$ cat src/rtl/irq_pending_ctrl.sv
`default_nettype none
// ============================================================================
//  Module   : irq_pending_ctrl
//  Brief    : Captures request lines into a pending register, masks them,
//             presents the highest-index eligible request as an ID under a
//             valid/ready handshake and holds it in-service until EOI.
//  Revision : 1.0 - initial release
// ============================================================================
module irq_pending_ctrl #(
    parameter int N_REQ     = 4,
    parameter int ID_W      = 2,
    parameter int EDGE_MODE = 1
) (
    input  logic             clk,
    input  logic             rst_n,
    input  logic [N_REQ-1:0] req_i,
    input  logic [N_REQ-1:0] mask_i,
    output logic             irq_valid_o,
    input  logic             irq_ready_i,
    output logic [ID_W-1:0]  irq_id_o,
    output logic             in_service_o,
    input  logic             eoi_i,
    output logic [N_REQ-1:0] pending_o,
    output logic [N_REQ-1:0] ovf_o,
    input  logic             ovf_clr_i
);

    localparam logic [1:0] ST_IDLE    = 2'd0;
    localparam logic [1:0] ST_PRESENT = 2'd1;
    localparam logic [1:0] ST_SERVICE = 2'd2;

    localparam logic [N_REQ-1:0] ONE_LSB = {{(N_REQ-1){1'b0}}, 1'b1};

    logic [1:0]       state_q,      state_d;
    logic [N_REQ-1:0] pending_q,    pending_d;
    logic [N_REQ-1:0] ovf_q,        ovf_d;
    logic [ID_W-1:0]  irq_id_q,     irq_id_d;
    logic             irq_valid_q,  irq_valid_d;
    logic             in_service_q, in_service_d;

    logic [N_REQ-1:0] w_set;
    logic [N_REQ-1:0] w_clr;
    logic [N_REQ-1:0] w_ovf_evt;
    logic [N_REQ-1:0] w_eligible;
    logic [ID_W-1:0]  w_sel;
    logic             w_accept;

    // An accept clears exactly the bit of the ID currently being presented.
    assign w_accept   = (state_q == ST_PRESENT) && irq_ready_i;
    assign w_clr      = w_accept ? (ONE_LSB << irq_id_q) : '0;
    assign w_eligible = pending_q & ~mask_i;

    generate
        if (EDGE_MODE != 0) begin : g_edge
            logic [N_REQ-1:0] req_prev_q;

            // Previous request sample; cleared on reset so a request already
            // high at reset release is treated as a fresh edge.
            always_ff @(posedge clk) begin
                if (!rst_n) req_prev_q <= '0;
                else        req_prev_q <= req_i;
            end

            assign w_set     = req_i & ~req_prev_q;
            assign w_ovf_evt = w_set & pending_q & ~w_clr;
        end else begin : g_level
            // A held level re-sets pending every cycle, so overflow is meaningless.
            assign w_set     = req_i;
            assign w_ovf_evt = '0;
        end
    endgenerate

    // Highest-index eligible request wins; the later loop iteration overrides.
    always_comb begin
        w_sel = '0;
        for (int i = 0; i < N_REQ; i++) begin
            if (w_eligible[i]) w_sel = ID_W'(i);
        end
    end

    // Pending and sticky overflow next-state; a set beats a same-cycle clear,
    // and a new overflow event beats ovf_clr.
    always_comb begin
        pending_d = w_set | (pending_q & ~w_clr);
        ovf_d     = w_ovf_evt | (ovf_q & ~{N_REQ{ovf_clr_i}});
    end

    // Handshake FSM; outputs are computed here and registered below.
    always_comb begin
        state_d      = state_q;
        irq_id_d     = irq_id_q;
        irq_valid_d  = irq_valid_q;
        in_service_d = in_service_q;
        case (state_q)
            ST_IDLE: begin
                irq_valid_d  = 1'b0;
                in_service_d = 1'b0;
                if (|w_eligible) begin
                    irq_id_d    = w_sel;
                    irq_valid_d = 1'b1;
                    state_d     = ST_PRESENT;
                end
            end
            ST_PRESENT: begin
                // irq_id stays frozen here regardless of new requests or mask.
                if (irq_ready_i) begin
                    irq_valid_d  = 1'b0;
                    in_service_d = 1'b1;
                    state_d      = ST_SERVICE;
                end
            end
            ST_SERVICE: begin
                if (eoi_i) begin
                    in_service_d = 1'b0;
                    state_d      = ST_IDLE;
                end
            end
            default: begin
                irq_valid_d  = 1'b0;
                in_service_d = 1'b0;
                state_d      = ST_IDLE;
            end
        endcase
    end

    // State register with synchronous active-low reset.
    always_ff @(posedge clk) begin
        if (!rst_n) begin
            state_q      <= ST_IDLE;
            pending_q    <= '0;
            ovf_q        <= '0;
            irq_id_q     <= '0;
            irq_valid_q  <= 1'b0;
            in_service_q <= 1'b0;
        end else begin
            state_q      <= state_d;
            pending_q    <= pending_d;
            ovf_q        <= ovf_d;
            irq_id_q     <= irq_id_d;
            irq_valid_q  <= irq_valid_d;
            in_service_q <= in_service_d;
        end
    end

    assign irq_valid_o  = irq_valid_q;
    assign irq_id_o     = irq_id_q;
    assign in_service_o = in_service_q;
    assign pending_o    = pending_q;
    assign ovf_o        = ovf_q;

endmodule
`default_nettype wire

$ cat config.mk
export PLATFORM = sky130hd
export DESIGN_NAME = irq_pending_ctrl
export DESIGN_NICKNAME = d
export VERILOG_FILES = /design/src/rtl/irq_pending_ctrl.sv
export SDC_FILE = /design/constraint.sdc
export NUM_CORES = 1
export LEC_CHECK = 0
export CAP_MARGIN = 10
export CELL_PAD_IN_SITES_DETAIL_PLACEMENT = 1
export CELL_PAD_IN_SITES_GLOBAL_PLACEMENT = 2
export CORE_AREA = 3 3 58 60
export CTS_CLUSTER_SIZE = 10
export DETAILED_ROUTE_END_ITERATION = 7
export DIE_AREA = 0 0 61 63
export PLACE_DENSITY = 0.75
export SYNTH_ARGS = -nofsm -noshare
export SYNTH_HDL_FRONTEND = slang
export SYNTH_SLANG_ARGS = --single-unit
$ cat constraint.sdc
create_clock -name clk -period 3 [get_ports clk]
set_input_delay 0.6 -clock clk [delete_from_list [all_inputs] [get_ports clk]]
set_output_delay 0.6 -clock clk [all_outputs]
set_load 0.01 [all_outputs]
==> metrics.log <==
[metrics] outcome: finished clean
[metrics] pre-CTS WS: 0.964 ns
[metrics] antenna cells: 0
[metrics] hold violation total from the final report: 0
[metrics] final routed DRC violation total: 0
[metrics] transition time of the tightest slew-check pin: just over 0.5 ns
[metrics] aggregate routed wire length: 1.79 mm
[metrics] nature of the critical path endpoint: output port
[metrics] most used cells in the layout excluding fill and tap cells: sky130_fd_sc_hd__clkdlybuf4s50_1, sky130_fd_sc_hd__dfxtp_1, sky130_fd_sc_hd__nand2b_1, sky130_fd_sc_hd__a21oi_1, sky130_fd_sc_hd__nand2_1
[metrics] ratio of routed vias to standard cells: roughly 4.8
[metrics] Syn Inst Count: 80
[metrics] combined flip-flop and latch cell area: 360 µm²
[metrics] clock insertion delay at the later pin of the skew report: roughly 0.28 ns
[metrics] worst path buffer plus inverter count: 1
[metrics] max-slew violation count: 0
[metrics] critical path class: reg2out
[metrics] count of endpoints failing setup in the final report: 0
[metrics] number of rows in the core area: 20
[metrics] data required time of the worst path: 2.40 ns
[metrics] global-route usage over all layers: a little over 10%
[metrics] number of buffers inserted by post-CTS setup repair: 0
[metrics] global-route wire length before repair: 3.08 mm
[metrics] number of routed nets with antenna violations: 0
[metrics] mean routed wirelength per cell: approximately 13 µm
[metrics] number of instances resized during post-cts repair: 0
[metrics] final core utilization: a little over a third
[metrics] Clock Tree Buf Depth: 2
[metrics] cell type group with the largest total delay on the critical path: buffers and inverters
[metrics] remaining global-route overflow: 0
[metrics] number of iterations in the first detailed-routing pass: 3
[metrics] Port Buf Inserts: 24
[metrics] Worst Skew: 0.00171 ns
[metrics] class of the worst hold path: reg2reg
[metrics] die height: 63 µm
[metrics] number of nets at the end of the flow: 119
[metrics] count of flip-flops with a built-in enable after synthesis: 0
[metrics] summed negative setup slack over all endpoints: 0 ns
[metrics] Largest stage delay, worst path: around 0.57 ns
[metrics] static leakage: roughly 0.40 nW
[metrics] asr flop ratio synth: 0%
[metrics] CTS tree: yes
[metrics] data arrival time of the critical path: roughly 1.3 ns
[metrics] Worst-path clk slew: roughly 0.10 ns
[metrics] net count after synthesis: 93
[metrics] worst-path fanout max: 5
[metrics] most common cell after layout, fill and taps aside: sky130_fd_sc_hd__clkdlybuf4s50_1
[metrics] via count of the first global-routing pass: 708
[metrics] number of filler cells placed in the layout: around 350
[metrics] post-detail-place hpwl: 1.37 mm
[metrics] Max Cap Violations: 0
[metrics] sort of element at the start of the critical path: flop
[metrics] proportion of synthesized chip area in sequential cells: 45.7%
[metrics] worst max-slew margin expressed relative to the limit: 65.9%
[metrics] count of state elements after synthesis: 18
[metrics] highest clock frequency the design can meet: 532 MHz
[metrics] total number of yosys warnings: 0
[metrics] overall die area: between 0.003 and 0.004 mm²
[metrics] Power, Total: between 0.5 and 0.6 mW
[metrics] min Tclk post-route: 1.88 ns
[metrics] Num Clock Sinks: 18
[metrics] routability-driven placement congestion ratio: roughly 0.77
[metrics] Non-Filler Instances: about 140
[metrics] IO Pins: 25
[metrics] post-placement cell count: 134
[metrics] starting DRC count in detailed routing: 6
[metrics] total CTS buffers: 3
[metrics] area of the core: just under 0.003 mm²
[metrics] netlist area before placement: 788 µm²
[metrics] per-instance average area after synthesis: 9.85 µm²
[metrics] signed area change from the synthesized netlist to the final layout: 37.0%
[metrics] smallest setup slack after layout: between 1 and 1.5 ns
[metrics] footprint of the multi-input gates: between 300 and 400 µm²
[metrics] antenna violations before repair: 0
[metrics] initial core utilization: 26.5%
[metrics] worst-path cell chain: clkdlybuf4s50_1
[metrics] Root Buffer Master: sky130_fd_sc_hd__clkbuf_4
[metrics] share of post-route cells with drive strength above 1: 12.4%
[metrics] Die Wd: approximately 61 µm
[metrics] Final period util: between 60 and 70%
[metrics] hold buffers post-CTS: 0
[metrics] Crit-path slowest cell: sky130_fd_sc_hd__clkdlybuf4s50_1
[metrics] RSZ-0062 raised after global routing: no
[metrics] H-tree levels: 1
[metrics] prevailing post-synth register cell: sky130_fd_sc_hd__dfxtp_1
[metrics] Max IR drop VDD: approximately 0.19 mV
[metrics] power per cell area: a little under 500 mW/mm²
[metrics] Distinct cells, synth: 25
[metrics] vias post-DR: about 660
[metrics] maximum number of pins on one net before global-route repair: 15
[final timing paths]
| check | to | cells past startpoint | slack (ns) | from |
|---|---|---|---|---|
| worst max-delay path | irq_id_o[0] | 1 | 1.12 | irq_id_o[0]$_SDFFE_PN0P_ |
| worst min-delay path | ovf_o[1]$_SDFF_PN0_ | 2 | 0.52 | pending_o[1]$_SDFF_PN0_ |
| worst max register to register | pending_o[2]$_SDFF_PN0_ | 4 | 1.78 | state_q[0]$_SDFFE_PN0P_ |
| worst min register to register | ovf_o[1]$_SDFF_PN0_ | 2 | 0.52 | pending_o[1]$_SDFF_PN0_ |
[where the power goes]
part / switching (mW) / internal, mW
clock: 0.0716 / 0.0738
combinational: 0.0448 / 0.0611
sequential: 0.0197 / 0.257
total: 0.136 / 0.392
[cell usage after synthesis (2+ instances only)]
cell type,n,area [µm²]
sky130_fd_sc_hd__buf_4,2,15.0
sky130_fd_sc_hd__nand2_1,6,22.5
sky130_fd_sc_hd__nand2b_1,10,62.6
sky130_fd_sc_hd__nand3b_1,4,30.0
sky130_fd_sc_hd__a21oi_1,7,35.0
sky130_fd_sc_hd__nor3b_1,2,15.0
sky130_fd_sc_hd__a22oi_1,2,15.0
sky130_fd_sc_hd__and2_1,4,25.0
sky130_fd_sc_hd__nand3_1,2,10.0
sky130_fd_sc_hd__nor2_1,5,18.8
sky130_fd_sc_hd__o31ai_2,4,50.1
sky130_fd_sc_hd__nand4_1,2,12.5
sky130_fd_sc_hd__dfxtp_1,18,360
[kinds of logic (layout without fill, tap and decap cells)]
logic type	Yosys count	after routing	synth area share, %
AOI/OAI and AO/OA	17	17	17.3
and+or+nand+nor	41	41	33.2
buffers and inverters	4	29	3.81
DFF	18	18	45.7
[layer usage]
metal	global-route usage [%]	vias up	part of all wire, %
li1	-	332	-
met1	13.8	312	47
met2	16.3	17	48
met3	2.07	0	5.4
met4	3.25	0	0
met5	0	-	0
[per-stage QoR]
step,hold slack [ns],area (µm²)
6_report,0.520,1080
5_1_grt,0.548,1080
4_1_cts,0.525,1080
3_5_place_dp,0.503,1040
3_3_place_gp,0.493,1040
2_1_floorplan,0.509,788
[cell type report]
cell class	instances	area share, %
multi-input combinational	58	36.8
sequential	18	33.4
timing repair buffer	24	22.2
tap	33	3.82
clock buffer	4	3.36
inverter	1	0.348
[registers in the layout (all words and copies together) (netlist names)]
name,cells
in_service_o,1
irq_valid_o,1
ovf_o,4
state_q,2
pending_o,4
irq_id_o,2
g_edge.req_prev_q,4
No activity file was read; power rests on OpenSTA's default activity.
